File: src/rtl/pc_sequencer_if.sv
// Bundle between the program-counter sequencer and its decoder/datapath/memory.
// The master modport is the sequencer side; slave is the surrounding datapath.
interface pc_sequencer_if;
  logic        mem_ready;
  logic        irq;
  logic        dec_jmp;
  logic        dec_halt;
  logic        dec_multi;
  logic        exec_done;
  logic        ei;
  logic        di;
  logic        mem_rd;
  logic        ir_load;
  logic        pc_incr;
  logic        pc_ce;
  logic        pc_vec;
  logic        exec_en;
  logic        int_ack;
  logic        int_en;
  logic        bus_err;
  logic        halted;
  logic [2:0]  state;
  logic [15:0] retired;

  modport master (
    input  mem_ready, irq, dec_jmp, dec_halt, dec_multi, exec_done, ei, di,
    output mem_rd, ir_load, pc_incr, pc_ce, pc_vec, exec_en, int_ack,
           int_en, bus_err, halted, state, retired
  );

  modport slave (
    output mem_ready, irq, dec_jmp, dec_halt, dec_multi, exec_done, ei, di,
    input  mem_rd, ir_load, pc_incr, pc_ce, pc_vec, exec_en, int_ack,
           int_en, bus_err, halted, state, retired
  );
endinterface

File: src/rtl/pc_sequencer.sv
// Instruction sequencer: fetch/wait/decode/execute/jump control with interrupt
// entry at instruction boundaries, fetch timeout and a retired-instruction counter.
module pc_sequencer #(
  parameter int unsigned WAIT_MAX = 15
) (
  input  logic                 clk,
  input  logic                 rst,
  pc_sequencer_if.master       bus
);

  typedef enum logic [2:0] {
    BOOT    = 3'd0,
    FETCH   = 3'd1,
    MEMWAIT = 3'd2,
    DECODE  = 3'd3,
    EXEC    = 3'd4,
    JUMP    = 3'd5,
    IRQ     = 3'd6,
    HALT    = 3'd7
  } state_t;

  localparam logic [7:0] WAIT_LIMIT = 8'(WAIT_MAX);

  state_t      state_r;
  state_t      next_s;
  state_t      boundary_s;
  logic [7:0]  cnt_r;
  logic [7:0]  cnt_next_s;
  logic        int_en_r;
  logic        int_en_next_s;
  logic [15:0] retired_r;
  logic        retire_s;
  logic        mem_rd_s;
  logic        ir_load_s;
  logic        pc_incr_s;
  logic        pc_ce_s;
  logic        pc_vec_s;
  logic        exec_en_s;
  logic        int_ack_s;
  logic        bus_err_s;
  logic        halted_s;

  // Next-state, strobe and interrupt-enable decode from current state and inputs.
  always_comb begin
    next_s     = state_r;
    cnt_next_s = cnt_r;
    retire_s   = 1'b0;
    mem_rd_s   = 1'b0;
    ir_load_s  = 1'b0;
    pc_incr_s  = 1'b0;
    pc_ce_s    = 1'b0;
    pc_vec_s   = 1'b0;
    exec_en_s  = 1'b0;
    int_ack_s  = 1'b0;
    bus_err_s  = 1'b0;
    halted_s   = 1'b0;
    boundary_s = (bus.irq && int_en_r) ? IRQ : FETCH;

    case (state_r)
      BOOT: begin
        pc_vec_s = 1'b1;
        next_s   = FETCH;
      end
      FETCH: begin
        mem_rd_s = 1'b1;
        if (bus.mem_ready) begin
          ir_load_s = 1'b1;
          pc_incr_s = 1'b1;
          next_s    = DECODE;
        end else begin
          cnt_next_s = 8'd1;
          next_s     = MEMWAIT;
        end
      end
      MEMWAIT: begin
        mem_rd_s = 1'b1;
        if (bus.mem_ready) begin
          ir_load_s = 1'b1;
          pc_incr_s = 1'b1;
          next_s    = DECODE;
        end else if (cnt_r == WAIT_LIMIT) begin
          bus_err_s = 1'b1;
          next_s    = HALT;
        end else begin
          cnt_next_s = cnt_r + 8'd1;
        end
      end
      DECODE: begin
        if (bus.dec_halt) begin
          next_s = HALT;
        end else if (bus.dec_jmp) begin
          next_s = JUMP;
        end else if (bus.dec_multi) begin
          next_s = EXEC;
        end else begin
          exec_en_s = 1'b1;
          retire_s  = 1'b1;
          next_s    = boundary_s;
        end
      end
      EXEC: begin
        exec_en_s = 1'b1;
        if (bus.exec_done) begin
          retire_s = 1'b1;
          next_s   = boundary_s;
        end else begin
          next_s = EXEC;
        end
      end
      JUMP: begin
        pc_ce_s  = 1'b1;
        retire_s = 1'b1;
        next_s   = boundary_s;
      end
      IRQ: begin
        pc_vec_s  = 1'b1;
        int_ack_s = 1'b1;
        next_s    = FETCH;
      end
      HALT: begin
        halted_s = 1'b1;
        if (bus.irq && int_en_r) begin
          next_s = IRQ;
        end else begin
          next_s = HALT;
        end
      end
      default: begin
        next_s = BOOT;
      end
    endcase

    // Taking the interrupt must clear the enable even if ei arrives in the same cycle.
    if (state_r == IRQ) begin
      int_en_next_s = 1'b0;
    end else if (bus.di) begin
      int_en_next_s = 1'b0;
    end else if (bus.ei) begin
      int_en_next_s = 1'b1;
    end else begin
      int_en_next_s = int_en_r;
    end
  end

  // State, wait counter, interrupt enable and retire counter registers.
  always_ff @(posedge clk or posedge rst) begin
    if (rst) begin
      state_r   <= BOOT;
      cnt_r     <= 8'd0;
      int_en_r  <= 1'b0;
      retired_r <= 16'h0000;
    end else begin
      state_r   <= next_s;
      cnt_r     <= cnt_next_s;
      int_en_r  <= int_en_next_s;
      retired_r <= retired_r + {15'd0, retire_s};
    end
  end

  // Strobes are held low for the whole reset window, including BOOT's pc_vec.
  assign bus.mem_rd  = mem_rd_s  & ~rst;
  assign bus.ir_load = ir_load_s & ~rst;
  assign bus.pc_incr = pc_incr_s & ~rst;
  assign bus.pc_ce   = pc_ce_s   & ~rst;
  assign bus.pc_vec  = pc_vec_s  & ~rst;
  assign bus.exec_en = exec_en_s & ~rst;
  assign bus.int_ack = int_ack_s & ~rst;
  assign bus.bus_err = bus_err_s & ~rst;
  assign bus.halted  = halted_s  & ~rst;
  assign bus.int_en  = int_en_r;
  assign bus.state   = state_r;
  assign bus.retired = retired_r;

endmodule
File: src/flat_wrapper.sv
// flat-port wrapper written by rule: the top's interface ports become plain ports
module pc_sequencer_flat 
#(
  parameter int unsigned WAIT_MAX = 15
)
  (clk, rst, bus_mem_ready, bus_irq, bus_dec_jmp, bus_dec_halt, bus_dec_multi, bus_exec_done, bus_ei, bus_di, bus_mem_rd, bus_ir_load, bus_pc_incr, bus_pc_ce, bus_pc_vec, bus_exec_en, bus_int_ack, bus_int_en, bus_bus_err, bus_halted, bus_state, bus_retired);
  pc_sequencer_if bus_i ();
  input  logic clk;
  input  logic rst;
  input wire logic [$bits(bus_i.mem_ready)-1:0] bus_mem_ready;
  input wire logic [$bits(bus_i.irq)-1:0] bus_irq;
  input wire logic [$bits(bus_i.dec_jmp)-1:0] bus_dec_jmp;
  input wire logic [$bits(bus_i.dec_halt)-1:0] bus_dec_halt;
  input wire logic [$bits(bus_i.dec_multi)-1:0] bus_dec_multi;
  input wire logic [$bits(bus_i.exec_done)-1:0] bus_exec_done;
  input wire logic [$bits(bus_i.ei)-1:0] bus_ei;
  input wire logic [$bits(bus_i.di)-1:0] bus_di;
  output wire logic [$bits(bus_i.mem_rd)-1:0] bus_mem_rd;
  output wire logic [$bits(bus_i.ir_load)-1:0] bus_ir_load;
  output wire logic [$bits(bus_i.pc_incr)-1:0] bus_pc_incr;
  output wire logic [$bits(bus_i.pc_ce)-1:0] bus_pc_ce;
  output wire logic [$bits(bus_i.pc_vec)-1:0] bus_pc_vec;
  output wire logic [$bits(bus_i.exec_en)-1:0] bus_exec_en;
  output wire logic [$bits(bus_i.int_ack)-1:0] bus_int_ack;
  output wire logic [$bits(bus_i.int_en)-1:0] bus_int_en;
  output wire logic [$bits(bus_i.bus_err)-1:0] bus_bus_err;
  output wire logic [$bits(bus_i.halted)-1:0] bus_halted;
  output wire logic [$bits(bus_i.state)-1:0] bus_state;
  output wire logic [$bits(bus_i.retired)-1:0] bus_retired;
  assign bus_i.mem_ready = bus_mem_ready;
  assign bus_i.irq = bus_irq;
  assign bus_i.dec_jmp = bus_dec_jmp;
  assign bus_i.dec_halt = bus_dec_halt;
  assign bus_i.dec_multi = bus_dec_multi;
  assign bus_i.exec_done = bus_exec_done;
  assign bus_i.ei = bus_ei;
  assign bus_i.di = bus_di;
  assign bus_mem_rd = bus_i.mem_rd;
  assign bus_ir_load = bus_i.ir_load;
  assign bus_pc_incr = bus_i.pc_incr;
  assign bus_pc_ce = bus_i.pc_ce;
  assign bus_pc_vec = bus_i.pc_vec;
  assign bus_exec_en = bus_i.exec_en;
  assign bus_int_ack = bus_i.int_ack;
  assign bus_int_en = bus_i.int_en;
  assign bus_bus_err = bus_i.bus_err;
  assign bus_halted = bus_i.halted;
  assign bus_state = bus_i.state;
  assign bus_retired = bus_i.retired;
  pc_sequencer #(.WAIT_MAX(WAIT_MAX)) u_core (.clk(clk), .rst(rst), .bus(bus_i));
endmodule
File: config.mk
export PLATFORM = sky130hd
export DESIGN_NAME = pc_sequencer_flat
export DESIGN_NICKNAME = d
export VERILOG_FILES = /design/src/rtl/pc_sequencer_if.sv /design/src/rtl/pc_sequencer.sv /design/src/flat_wrapper.sv
export SDC_FILE = /design/constraint.sdc
export NUM_CORES = 1
export LEC_CHECK = 0
export ABC_AREA = 1
export BUFFER_PORTS_ARGS = -buffer_cell sky130_fd_sc_hd__buf_2
export CORE_MARGIN = 4
export CORE_UTILIZATION = 57
export DETAILED_ROUTE_END_ITERATION = 12
export MAX_ROUTING_LAYER = met4
export PLACE_DENSITY = 0.86
export SLEW_MARGIN = 20
export SYNTH_ARGS = -nofsm -noshare
export SYNTH_HDL_FRONTEND = slang
export SYNTH_SLANG_ARGS = --single-unit
File: constraint.sdc
create_clock -name clk -period 6.4 [get_ports clk]
set_clock_uncertainty 0.15 [all_clocks]
set_input_delay 0.96 -clock clk [delete_from_list [all_inputs] [get_ports clk]]
set_output_delay 0.96 -clock clk [all_outputs]
set_load 0.01 [all_outputs]
==> results.sh <==
export IMPL_status="complete, no violations"
export IMPL_cts_root_buf="clkbuf_4"
export IMPL_hold_end="u_core.bus.retired[15]$_DFF_PP0_"
export IMPL_cts_tree="done"
export IMPL_initial_core_util_pct=61.36
export IMPL_gp_congestion=0.8821
export IMPL_cp_end_kind="output pin"
export IMPL_slew_violations=0
export IMPL_antenna_found_initial=0
export IMPL_avgRoutedWirePerCell_um=11.81
export IMPL_internal_power_mw=0.3389
export IMPL_worst_slew_pin_transition_ns=0.5486
export IMPL_hold_viol=0
export IMPL_synthDistinctLibCells=33
export IMPL_vias=1568
export IMPL_coreArea_mm2=0.002853
export IMPL_grt_start_max_net_pins=29
export IMPL_worstReg2RegStart="u_core.bus.state[0]$_DFFE_PP0P_"
export IMPL_muxShareOfSynthArea_pct=0
export IMPL_route_detailed_drc=0
export IMPL_wl_um=3497
export IMPL_die_x_um=63.42
export IMPL_synth_warnings=0
export IMPL_path_buf_inv=1
export IMPL_maxSlewHeadroom_pct=63.38
export IMPL_synth_adder_area_share_pct=2.859
export IMPL_dieArea_mm2=0.004021
export IMPL_finalSetupViolations=0
export IMPL_period_needed_ns=2.765
export IMPL_cp_start_kind="flip-flop"
export IMPL_power_density_mw_per_mm2=312.4
export IMPL_seqPwrFrac_pct=44.1
export IMPL_critPathMaxFanout=4
export IMPL_comb_power_share_pct=44.5
export IMPL_portBuffers=38
export IMPL_clk_pin_slew_worst_paths_ns=0.14
export IMPL_grt_use_total_pct=19.67
export IMPL_hpwlAfterDp_um=2817
export IMPL_cp_required_ns=5.29
export IMPL_synthSimpleGateAreaFrac_pct=39.10
export IMPL_grt_pass1_wl_um=6237
export IMPL_pin_count=39
export IMPL_r2r_end="u_core.bus.retired[14]$_DFF_PP0_"
export IMPL_final_net_count=281
export IMPL_synth_top_family_by_area="simple AND/OR/NAND/NOR gates"
export IMPL_min_path_cells=2
export IMPL_fin_crit_sh_pct=43.20
export IMPL_totalNegativeSetupSlack_ns=0
export IMPL_cap_violations=0
export IMPL_ctsResizeCount=0
export IMPL_synth_yosys_seq_area_share_pct=40.03
export IMPL_crit_type="flip-flop to output pin"
export IMPL_cts_setup_buffers=0
export IMPL_p_leak_nw=1.062
export IMPL_vias_per_cell=5.297
export IMPL_fp_dieH_um=63.42
export IMPL_r2r_slack_ns=4.02
export IMPL_syn_num_nets=242
export IMPL_cts_buffers=3
export IMPL_ir_worst_vdd_mv=0.2025
export IMPL_hold_buffers=0
export IMPL_place_ws_ns=3.666
export IMPL_clkPwrFrac_pct=11.3
export IMPL_grt_pass1_vias=1390
export IMPL_ys_seq_elements=28
export IMPL_netSwitchingFraction_pct=45.05
export IMPL_rsz0062_at_grt="false"
export IMPL_ant_nets=0
export IMPL_fin_ws_ns=3.635
export IMPL_switchingPower_mw=0.2778
export IMPL_firstDrtPassIters=4
export IMPL_mostFrequentLayoutCell="nand2_1"
export IMPL_rows=19
export IMPL_placed_area_mm2=0.001952
export IMPL_synth_xor_area_share_pct=6.505
export IMPL_reg2reg_depth=12
export IMPL_clk_latency_ns=0.32
export IMPL_syn_avg_cell_area_um2=7.677
export IMPL_hold_path_class="flip-flop to flip-flop"
export IMPL_grt_overflow_total=0
export IMPL_crit_chain="ha_1, nand2_2, nor2_4, nand3_2, nor3_1, buf_2"
export IMPL_crit_family="simple AND/OR/NAND/NOR gates"
export IMPL_max_stage_delay_ns=0.43
export IMPL_fin_area_mm2=0.001974
export IMPL_diodes=0
export IMPL_synth_cells=228
export IMPL_final_cell_mix="58 x nand2_1, 38 x buf_2, 32 x nor2_1, 28 x dfrtp_1, 27 x nand3_1"
export IMPL_hold_start="u_core.bus.retired[15]$_DFF_PP0_"
export IMPL_synth_compound_area_share_pct=4.003
export IMPL_drtIter0Drc=55
export IMPL_clockBufferDepth=2
export IMPL_cts_sinks=28
export IMPL_area_growth_pct=12.79
export IMPL_htree_levels=1
export IMPL_arrival_ns=1.65
export IMPL_max_freq_ghz=0.3617
export IMPL_synth_area_mm2=0.001750
export IMPL_final_core_util_pct=69.21
export IMPL_drive_gt1_share_pct=22.64
export IMPL_slowest_stage="dfrtp_1"
==> worst min-delay path, stage by stage, from the launching register on <==
cell	delay (ns)
dfrtp_1	0.39
nand2_1	0.06
nand2_1	0.05
==> flip-flops by register name (all words and copies together), names as in the netlist <==
register and count:
u_core.bus.retired 16, u_core.bus.int_en 1, u_core.bus.state 3, u_core.cnt_r 8
==> cell usage after synthesis <==
master,number,area share [%]
nor3_1,5,1.4
nand2_1,58,12
nand3b_1,2,0.86
buf_6,1,0.64
nor3_2,1,0.57
xor2_1,9,4.5
nand3_4,1,1.0
and3_1,1,0.36
nand3_1,27,7.7
o21ai_2,1,0.50
buf_4,1,0.43
o21ai_0,1,0.29
nor3b_1,2,0.86
inv_2,2,0.43
nor2_1,32,6.9
nor2_4,2,1.3
inv_1,24,5.1
ha_1,4,2.9
a21oi_1,4,1.1
o21bai_1,1,0.43
nand2_2,2,0.71
dfrtp_1,28,40
clkbuf_1,1,0.21
nand4_1,2,0.71
xnor2_1,4,2.0
nand4_4,1,1.2
nand3_2,2,1.1
inv_4,1,0.36
nand2_4,3,1.9
o21ai_1,1,0.29
buf_2,1,0.29
o22ai_1,1,0.36
a21oi_2,2,1.0
==> area by class of cell <==
cell class	instances	area, um2
Multi-Input combinational cell	169	918.4
Clock buffer	3	22.52
Timing Repair Buffer	38	190.2
Sequential cell	28	700.7
Tap cell	31	38.79
Fill cell	241	878.3
Inverter	27	103.9
==> cells by family after synthesis <==
family / Yosys count
adder cells (fa/ha/maj): 4
flip-flops: 28
AND/OR/NAND/NOR: 141
XOR/XNOR: 13
buffers and inverters: 31
AO/OA/AOI/OAI: 11
==> power by group through the flow <==
stage               registers (mW)  clock network, mW  logic [mW]
floorplan                    0.279                  0       0.190
global placement             0.275                  0       0.273
detailed placement           0.275                  0       0.277
CTS                          0.272             0.0732       0.278
global route                 0.281             0.0813       0.310
finish                       0.272             0.0698       0.275
==> worst max-delay path by stage <==
stage / endpoint / cells after the start / startpoint / slack [ns]
4_1_cts: bus_exec_en / 6 / u_core.bus.state[0]$_DFFE_PP0P_ / 3.62
6_report: bus_bus_err / 6 / u_core.cnt_r[1]$_DFFE_PP0P_ / 3.64
3_5_place_dp: bus_exec_en / 6 / bus_dec_multi / 3.67
3_3_place_gp: bus_exec_en / 6 / bus_dec_multi / 3.68
2_1_floorplan: bus_pc_incr / 3 / rst / 3.76
5_1_grt: bus_exec_en / 6 / u_core.bus.state[0]$_DFFE_PP0P_ / 3.47
==> metal layers <==
layer	track usage, %	share of wire [%]	vias to the layer above
met3	3.730	6.6	6
met4	5.391	1.4	0
met1	26.98	45	706
met2	29.86	46	56
li1	-	-	800
met5	-	0	-
==> per-stage QoR <==
step	power [mW]	instances	hold slack [ns]
2_1_floorplan	0.4692	228	0.3644
3_3_place_gp	0.5479	293	0.3202
3_5_place_dp	0.5520	293	0.3346
4_1_cts	0.6226	296	0.3682
5_1_grt	0.6725	296	0.3982
6_report	0.6167	296	0.3625
(Power assumes the default switching activity.)
